**src/rtl/regfile_sb.sv**
```systemverilog
// regfile_sb: parametrised 2-read/1-write register file with a pending-write
// scoreboard and a sequencer that clears the array one entry per cycle.
module regfile_sb #(
    parameter int XLEN     = 32,
    parameter int NREGS    = 32,
    parameter bit ZERO_REG = 1'b1,
    parameter bit BYPASS   = 1'b1,
    localparam int AW      = $clog2(NREGS)
) (
    input  logic            clk,
    input  logic            rst_n,
    input  logic            we3,
    input  logic [AW-1:0]   wa3,
    input  logic [XLEN-1:0] wd3,
    input  logic [AW-1:0]   ra1,
    input  logic [AW-1:0]   ra2,
    output logic [XLEN-1:0] rd1,
    output logic [XLEN-1:0] rd2,
    input  logic            sb_set,
    input  logic [AW-1:0]   sb_addr,
    output logic            pend1,
    output logic            pend2,
    input  logic            clr_req,
    output logic            clr_busy,
    output logic            clr_done
);
    typedef enum logic {IDLE, CLEAR} state_t;

    state_t          state, state_nx;
    logic [AW-1:0]   cnt, cnt_nx;
    logic [XLEN-1:0] regs [NREGS];
    logic            pend [NREGS];
    logic            wr_q, sb_q, clr_start;

    always_ff @(posedge clk or negedge rst_n) begin
        if (!rst_n) begin
            state <= IDLE;
            cnt   <= '0;
        end else begin
            state <= state_nx;
            cnt   <= cnt_nx;
        end
    end

    always_comb begin
        state_nx  = state;
        cnt_nx    = cnt;
        clr_busy  = 1'b0;
        clr_done  = 1'b0;
        clr_start = 1'b0;
        case (state)
            IDLE: begin
                if (clr_req) begin
                    clr_start = 1'b1;
                    state_nx  = CLEAR;
                    cnt_nx    = '0;
                end
            end
            CLEAR: begin
                clr_busy = 1'b1;
                cnt_nx   = cnt + 1'b1;
                if (cnt == AW'(NREGS - 1)) begin
                    clr_done = 1'b1;
                    state_nx = IDLE;
                end
            end
            default: state_nx = IDLE;
        endcase
    end

    // The clear sequencer owns the array while busy; writes and sets are dropped.
    assign wr_q = we3 && !clr_busy && !(ZERO_REG && wa3 == '0);
    assign sb_q = sb_set && !clr_busy && !(ZERO_REG && sb_addr == '0);

    for (genvar i = 0; i < NREGS; i++) begin : g_ent
        always_ff @(posedge clk or negedge rst_n) begin
            if (!rst_n) begin
                regs[i] <= '0;
                pend[i] <= 1'b0;
            end else begin
                if (clr_busy && cnt == AW'(i))
                    regs[i] <= '0;
                else if (wr_q && wa3 == AW'(i))
                    regs[i] <= wd3;
                // A set on the same edge as the retiring write means a new producer issued.
                if (clr_start)
                    pend[i] <= 1'b0;
                else if (sb_q && sb_addr == AW'(i))
                    pend[i] <= 1'b1;
                else if (wr_q && wa3 == AW'(i))
                    pend[i] <= 1'b0;
            end
        end
    end

    // Overrides applied lowest priority first so the last assignment wins.
    always_comb begin
        rd1 = regs[ra1];
        if (BYPASS && wr_q && wa3 == ra1) rd1 = wd3;
        if (ZERO_REG && ra1 == '0)        rd1 = '0;
        if (clr_busy)                     rd1 = '0;
    end

    always_comb begin
        rd2 = regs[ra2];
        if (BYPASS && wr_q && wa3 == ra2) rd2 = wd3;
        if (ZERO_REG && ra2 == '0)        rd2 = '0;
        if (clr_busy)                     rd2 = '0;
    end

    assign pend1 = pend[ra1];
    assign pend2 = pend[ra2];
endmodule

```
**config.mk**
```make
export PLATFORM = sky130hd
export DESIGN_NAME = regfile_sb
export DESIGN_NICKNAME = d
export VERILOG_FILES = /design/src/rtl/regfile_sb.sv
export SDC_FILE = /design/constraint.sdc
export NUM_CORES = 2
export LEC_CHECK = 0
export ABC_AREA = 1
export CORE_MARGIN = 2
export CORE_UTILIZATION = 35
export CTS_BUF_LIST = sky130_fd_sc_hd__clkbuf_4 sky130_fd_sc_hd__clkbuf_8
export CTS_CLUSTER_SIZE = 24
export DETAILED_ROUTE_END_ITERATION = 8
export PLACE_DENSITY = 0.46
export SLEW_MARGIN = 20
export SYNTH_ARGS = -nofsm -noshare
export SYNTH_HDL_FRONTEND = slang
export SYNTH_SLANG_ARGS = --single-unit
```
**constraint.sdc**
```tcl
create_clock -name clk -period 4.78 [get_ports clk]
set_clock_uncertainty 0.05 [all_clocks]
set_input_delay 0.478 -clock clk [delete_from_list [all_inputs] [get_ports clk]]
set_output_delay 0.478 -clock clk [all_outputs]
set_load 0.01 [all_outputs]
```
# Yosys cells after proc, flatten, opt, wreduce, memory -nomap -nowiden
# Index checks and enable logic that the tools add are counted.
[totals]
regBits = 1062
inputBits = 57
out_inout_bits = 68
word_cells = 529
[classes]
n_addsub = 1
magnitude_cmp = 2
n_eq_ne = 96
n_mux = 187
bitwise_logic = 3
n_reduce_logical = 174
[ops]
columns = ["cell", "n"]
rows = [
  ["2-to-1 mux 32 bit", 74],
  ["binary-select mux 32 bit (select 5 bit)", 2],
  ["== test 5 bit (second input constant)", 48],
  ["== test 5 x 4 -> 1 bit (second input constant)", 24],
  ["2-to-1 mux 1 bit", 106],
  ["logical AND 1 bit", 102],
  ["nonzero test 3 bit", 32],
  ["nonzero test 2 bit", 32],
  ["== test 5 x 3 -> 1 bit (second input constant)", 12],
  ["== test 5 x 2 -> 1 bit (second input constant)", 6],
  ["zero test 5 bit", 5],
  ["== test 5 x 1 -> 1 bit (second input constant)", 3],
  ["greater-or-equal comparator 6 bit (second input constant)", 2],
  ["NOT 5 -> 6 bit", 2],
  ["binary-select mux 1 bit (select 5 bit)", 2],
  ["== test 5 bit", 2],
  ["case mux 5 bit (2 select lines)", 1],
  ["adder 5 x 1 -> 5 bit (second input constant)", 1],
  ["2-to-1 mux 5 bit", 1],
  ["zero test 1 bit", 3],
  ["inequality test 2 bit (second input constant)", 1],
  ["case mux 1 bit (2 select lines)", 1],
  ["NOT 1 bit", 1],
]

# Logic depth before layout (Yosys ltp)
[depth]
word_depth = 8
ltp_mapped = 13
ltp_nobuf = 11

# Worst setup path before layout
# Ideal clock, no wire load.
[synth_timing]
kind = "in2out"
startpoint = "input ra2[2]"
endpoint = "output rd2[1]"
arrival_time_ns = 1.801
t_required_ns = 4.252
path_slack_ns = 2.451
path_stages = 7
path_cell_list = "clkbuf_1 > xnor2_1 > nand3_1 > nor3_2 > nand2_1 > clkbuf_1 > a21oi_1"
[synth_via]
elab_chain_len = 7
word_cells_on_any_way = 10
[synth_lines]
columns = ["element", "line_no", "text"]
rows = [
  ["from (decl)", "16", "input logic [AW-1:0] ra2,"],
  ["NOT 5 -> 6 bit (implied by the code)", "105", "rd2 = regs[ra2];"],
  ["binary-select mux 32 bit (select 5 bit)", "105", ""],
  ["2-to-1 mux 32 bit (implied by the code) (2 in a row)", "105", ""],
  ["2-to-1 mux 32 bit", "106", "if (BYPASS && wr_q && wa3 == ra2) rd2 = wd3;"],
  ["2-to-1 mux 32 bit *", "107", "if (ZERO_REG && ra2 == '0) rd2 = '0;"],
  ["2-to-1 mux 32 bit *", "108", "if (clr_busy) rd2 = '0;"],
  ["to (decl)", "18", "output logic [XLEN-1:0] rd2,"],
]
# Mark *: on every way between the ends. The rest lies on a longest branch, timed or not. The select of a mux whose other input is x is not followed.

# Final worst setup path
[layout_timing]
startpoint = "register state"
endpoint = "output rd1[10]"
[layout_via]
elab_chain_len = 8
[layout_lines]
columns = ["element", "line_no", "text"]
rows = [
  ["from (decl)", "29", "state_t state, state_nx;"],
  ["from (signal assigned)", "40", "state <= state_nx;"],
  ["2-to-1 mux 1 bit *", "51", "case (state)"],
  ["zero test 1 bit", "72", "assign wr_q = we3 && !clr_busy && !(ZERO_REG && wa3 == '0);"],
  ["logical AND 1 bit (2 in a row)", "72", ""],
  ["logical AND 1 bit", "99", "if (BYPASS && wr_q && wa3 == ra1) rd1 = wd3;"],
  ["2-to-1 mux 32 bit", "99", ""],
  ["2-to-1 mux 32 bit", "100", "if (ZERO_REG && ra1 == '0) rd1 = '0;"],
  ["2-to-1 mux 32 bit *", "101", "if (clr_busy) rd1 = '0;"],
  ["to (decl)", "17", "output logic [XLEN-1:0] rd1,"],
]
# Mark *: on every way between the ends. The rest lies on a longest branch, timed or not.

==> flow_metrics.tcl <==
set metrics [dict create \
    hold_path_class "in -> async" \
    clock_sinks 1062 \
    power_density_nw_per_um2 363 \
    fin_crit_sh_pct 92.4 \
    seq_power_share_pct 38.0 \
    cp_common_cell "inv_1" \
    clk_path_buf_depth 3 \
    grt_usage_pct 33.5 \
    fillers 18900 \
    status "completed" \
    ioPinCount 125 \
    rsz0062_at_grt "no" \
    start_kind "register" \
    critPathMaxStageDelay_ns 0.57 \
    end_kind "primary output" \
    clkPwrFrac_pct 38.0 \
    drt_iter0_drc 8239 \
    yosysTopAreaCell "dfrtp_1" \
    syn-instance-count 8778 \
    cts_tree "done" \
    yosys_warnings 0 \
    path_clk_slew_ns 0.06 \
    fp.dieW_um 431 \
    vias 65200 \
    vdd_ir_drop_max_mv 0.288 \
    r2r_cells 10 \
    synth_area_sq_um 63800 \
    setup_tns_ns 0 \
    p_leak_nw 36.5 \
    p_sw_share_pct 35.2 \
    postCtsSetupBuffers 0 \
    cts_inserted_buffers 202 \
    required_ns 4.25 \
    avgSynthCellArea_sq_um 7.27 \
    maxSlewHeadroom_pct 21.0 \
    drc 0 \
    routedWlPerCell_um 28.7 \
    synthToLayoutAreaGrowth_pct 12.2 \
    r2r_slack_ns 1.33 \
    maxCapViolations 0 \
    row_count 156 \
    fmax_ghz 0.226 \
    tightest_slew_ns 1.19 \
    power_switching_mw 9.14 \
    final_cell_mix "2610 x nand2_1, 1671 x nand3_1, 1163 x inv_1" \
    cp-startpoint "state" \
    drv_slew 0 \
    synthTopCellsByArea "dfrtp_1 42%, nand2_1 16%, nand3_1 13%" \
    synth.top_cell.area_share_pct 41.6 \
    ys_seq_elements 1062 \
    syn-num-nets 8841 \
    p_int_mw 16.9 \
    vias_per_cell 5.87 \
    routed_wl_mm 319 \
    ant_nets 0 \
    grt_overflow 0 \
    cp.arrival_ns 3.89 \
    drive_gt1_share_pct 11.5 \
    path_cells "nor2_1, nand2_4, inv_4, nand2_8, buf_4, o21ai_0, inv_1, nand2_1, inv_1, clkdlybuf4s50_1" \
    power_mw 26.0 \
    cp-endpoint "rd1[10]" \
    start_util_pct 35.3 \
    yosysUniqueCellTypes 36 \
    nNetsFinal 8645 \
    grt_max_degree 155 \
    p_comb_share_pct 24.1 \
    coreArea_sq_um 181000 \
    grt_pass1_wl_mm 457 \
    io_buffer_count 124 \
    root_buffer "clkbuf_8" \
    grt_pass1_vias 62400 \
    slowest_stage "dfrtp_1" \
    rr_startpoint "state" \
    setup_violations 0 \
    period_minus_slack_ns 4.42 \
    synth.yosys.seq_area_share_pct 41.6 \
    critPathMaxFanout 36 \
    reg2reg_to "regs[691]" \
    worstSetupPathType "reg -> out" \
    first_pass_iters 6 \
    finalHoldViolCount 0 \
    htreeDepth 4 \
    final_common_cell "nand2_1" \
    dpl.hpwl_mm 177 \
    gp_congestion 0.853 \
    grt_antenna_before_repair 13 \
    worst_skew_pair.late_latency_ns 0.96 \
    die-height_um 431 \
    die_area_sq_um 186000 \
]
-- synth_stat cells (all sizes together) --
| library cell | n |
|---|---|
| ha | 6 |
| nand4 | 7 |
| nand2 | 2677 |
| o22ai | 992 |
| xor2 | 2 |
| buf | 286 |
| nor3 | 2 |
| a32oi | 2 |
| dfrtp | 1062 |
| clkinv | 3 |
| nor4 | 1 |
| o31ai | 1 |
| o21ai | 88 |
| xnor2 | 6 |
| nand3 | 1671 |
| nor2 | 94 |
| nand3b | 19 |
| clkbuf | 481 |
| o211ai | 81 |
| a21oi | 114 |
| inv | 1182 |
| or2 | 1 |
-- layout make-up --
cell class / count / area [sq um] / share of cell area, %
antenna: 6 / 15.0 / 0.0210
inverter: 1185 / 4500 / 6.27
timing repair buffer: 367 / 3950 / 5.52
multi-input combinational: 5764 / 29300 / 40.9
clock inverter: 22 / 159 / 0.222
clock buffer: 339 / 4180 / 5.84
tap: 2370 / 2970 / 4.14
sequential: 1062 / 26600 / 37.1
-- per-stage QoR --
step	cells	hold WS (ns)	setup WS, ns	instance area [sq um]	util [%]
6_report	11100	0.202	0.364	71700	39.6
5_1_grt	11100	0.189	0.207	71600	39.6
4_1_cts	11100	0.141	0.118	71600	39.6
3_5_place_dp	10700	0.389	0.655	67300	37.2
3_3_place_gp	10700	0.388	0.700	67300	37.2
2_1_floorplan	8778	0.132	2.45	63800	-
-- state kept, by name, indices dropped and copies added (netlist names) --
| signal | count |
|---|---|
| state | 1 |
| pend | 32 |
| regs | 1024 |
| cnt | 5 |
-- power groups by stage --
stage | clock (mW) | sequential, mW | combinational (mW)
global placement | 0 | 10.0 | 6.05
global route | 10.4 | 9.92 | 6.64
CTS | 9.99 | 9.86 | 6.11
floorplan | 0 | 9.96 | 3.70
finish | 9.87 | 9.86 | 6.25
detailed placement | 0 | 10.0 | 6.08
-- metal layers --
metal | global-route usage, % | wire length, um
met5 | 0 | 38
met4 | 16.5 | 17300
met3 | 7.39 | 31600
met2 | 50.3 | 136000
met1 | 45.5 | 134000
-- critical path: cells and delay by family (launching register included) --
kind / cells / cell delay (ns)
flops: 1 / 0.57
simple gates: 4 / 0.86
compound gates: 1 / 0.15
buf+inv: 5 / 1.29
-- what timing repair did --
| action | in CTS | in global routing |
|---|---|---|
| endpoints found under the hold margin | 456 | 0 |
| hold buffers | 2 | 0 |
| resized for setup | 0 | 1 |
| setup endpoints to repair | 0 | 1 |
-- cells by family (layout without fill, tap and decap cells) --
kind of cell,after synthesis,in the layout,synth area share (%)
AOI/OAI and AO/OA,1278,1278,15.2
xor gates and xnor gates,8,8,0.110
adders and majority gates,6,6,0.118
buffers and inverters,1952,1913,12.7
DFF,1062,1062,41.6
other,0,6,0
and+or+nand+nor,4472,4472,30.2
-- worst min-delay path by stage --
stage,to,slack [ns],cells after the start
final,regs[397],0.20,3
after floorplan,cnt[0],0.13,0
after global placement,regs[454],0.39,1
after global routing,regs[934],0.19,3
after CTS,state,0.14,3
after detailed placement,regs[454],0.39,1
Note: power is estimated with default switching activity, not from simulation.
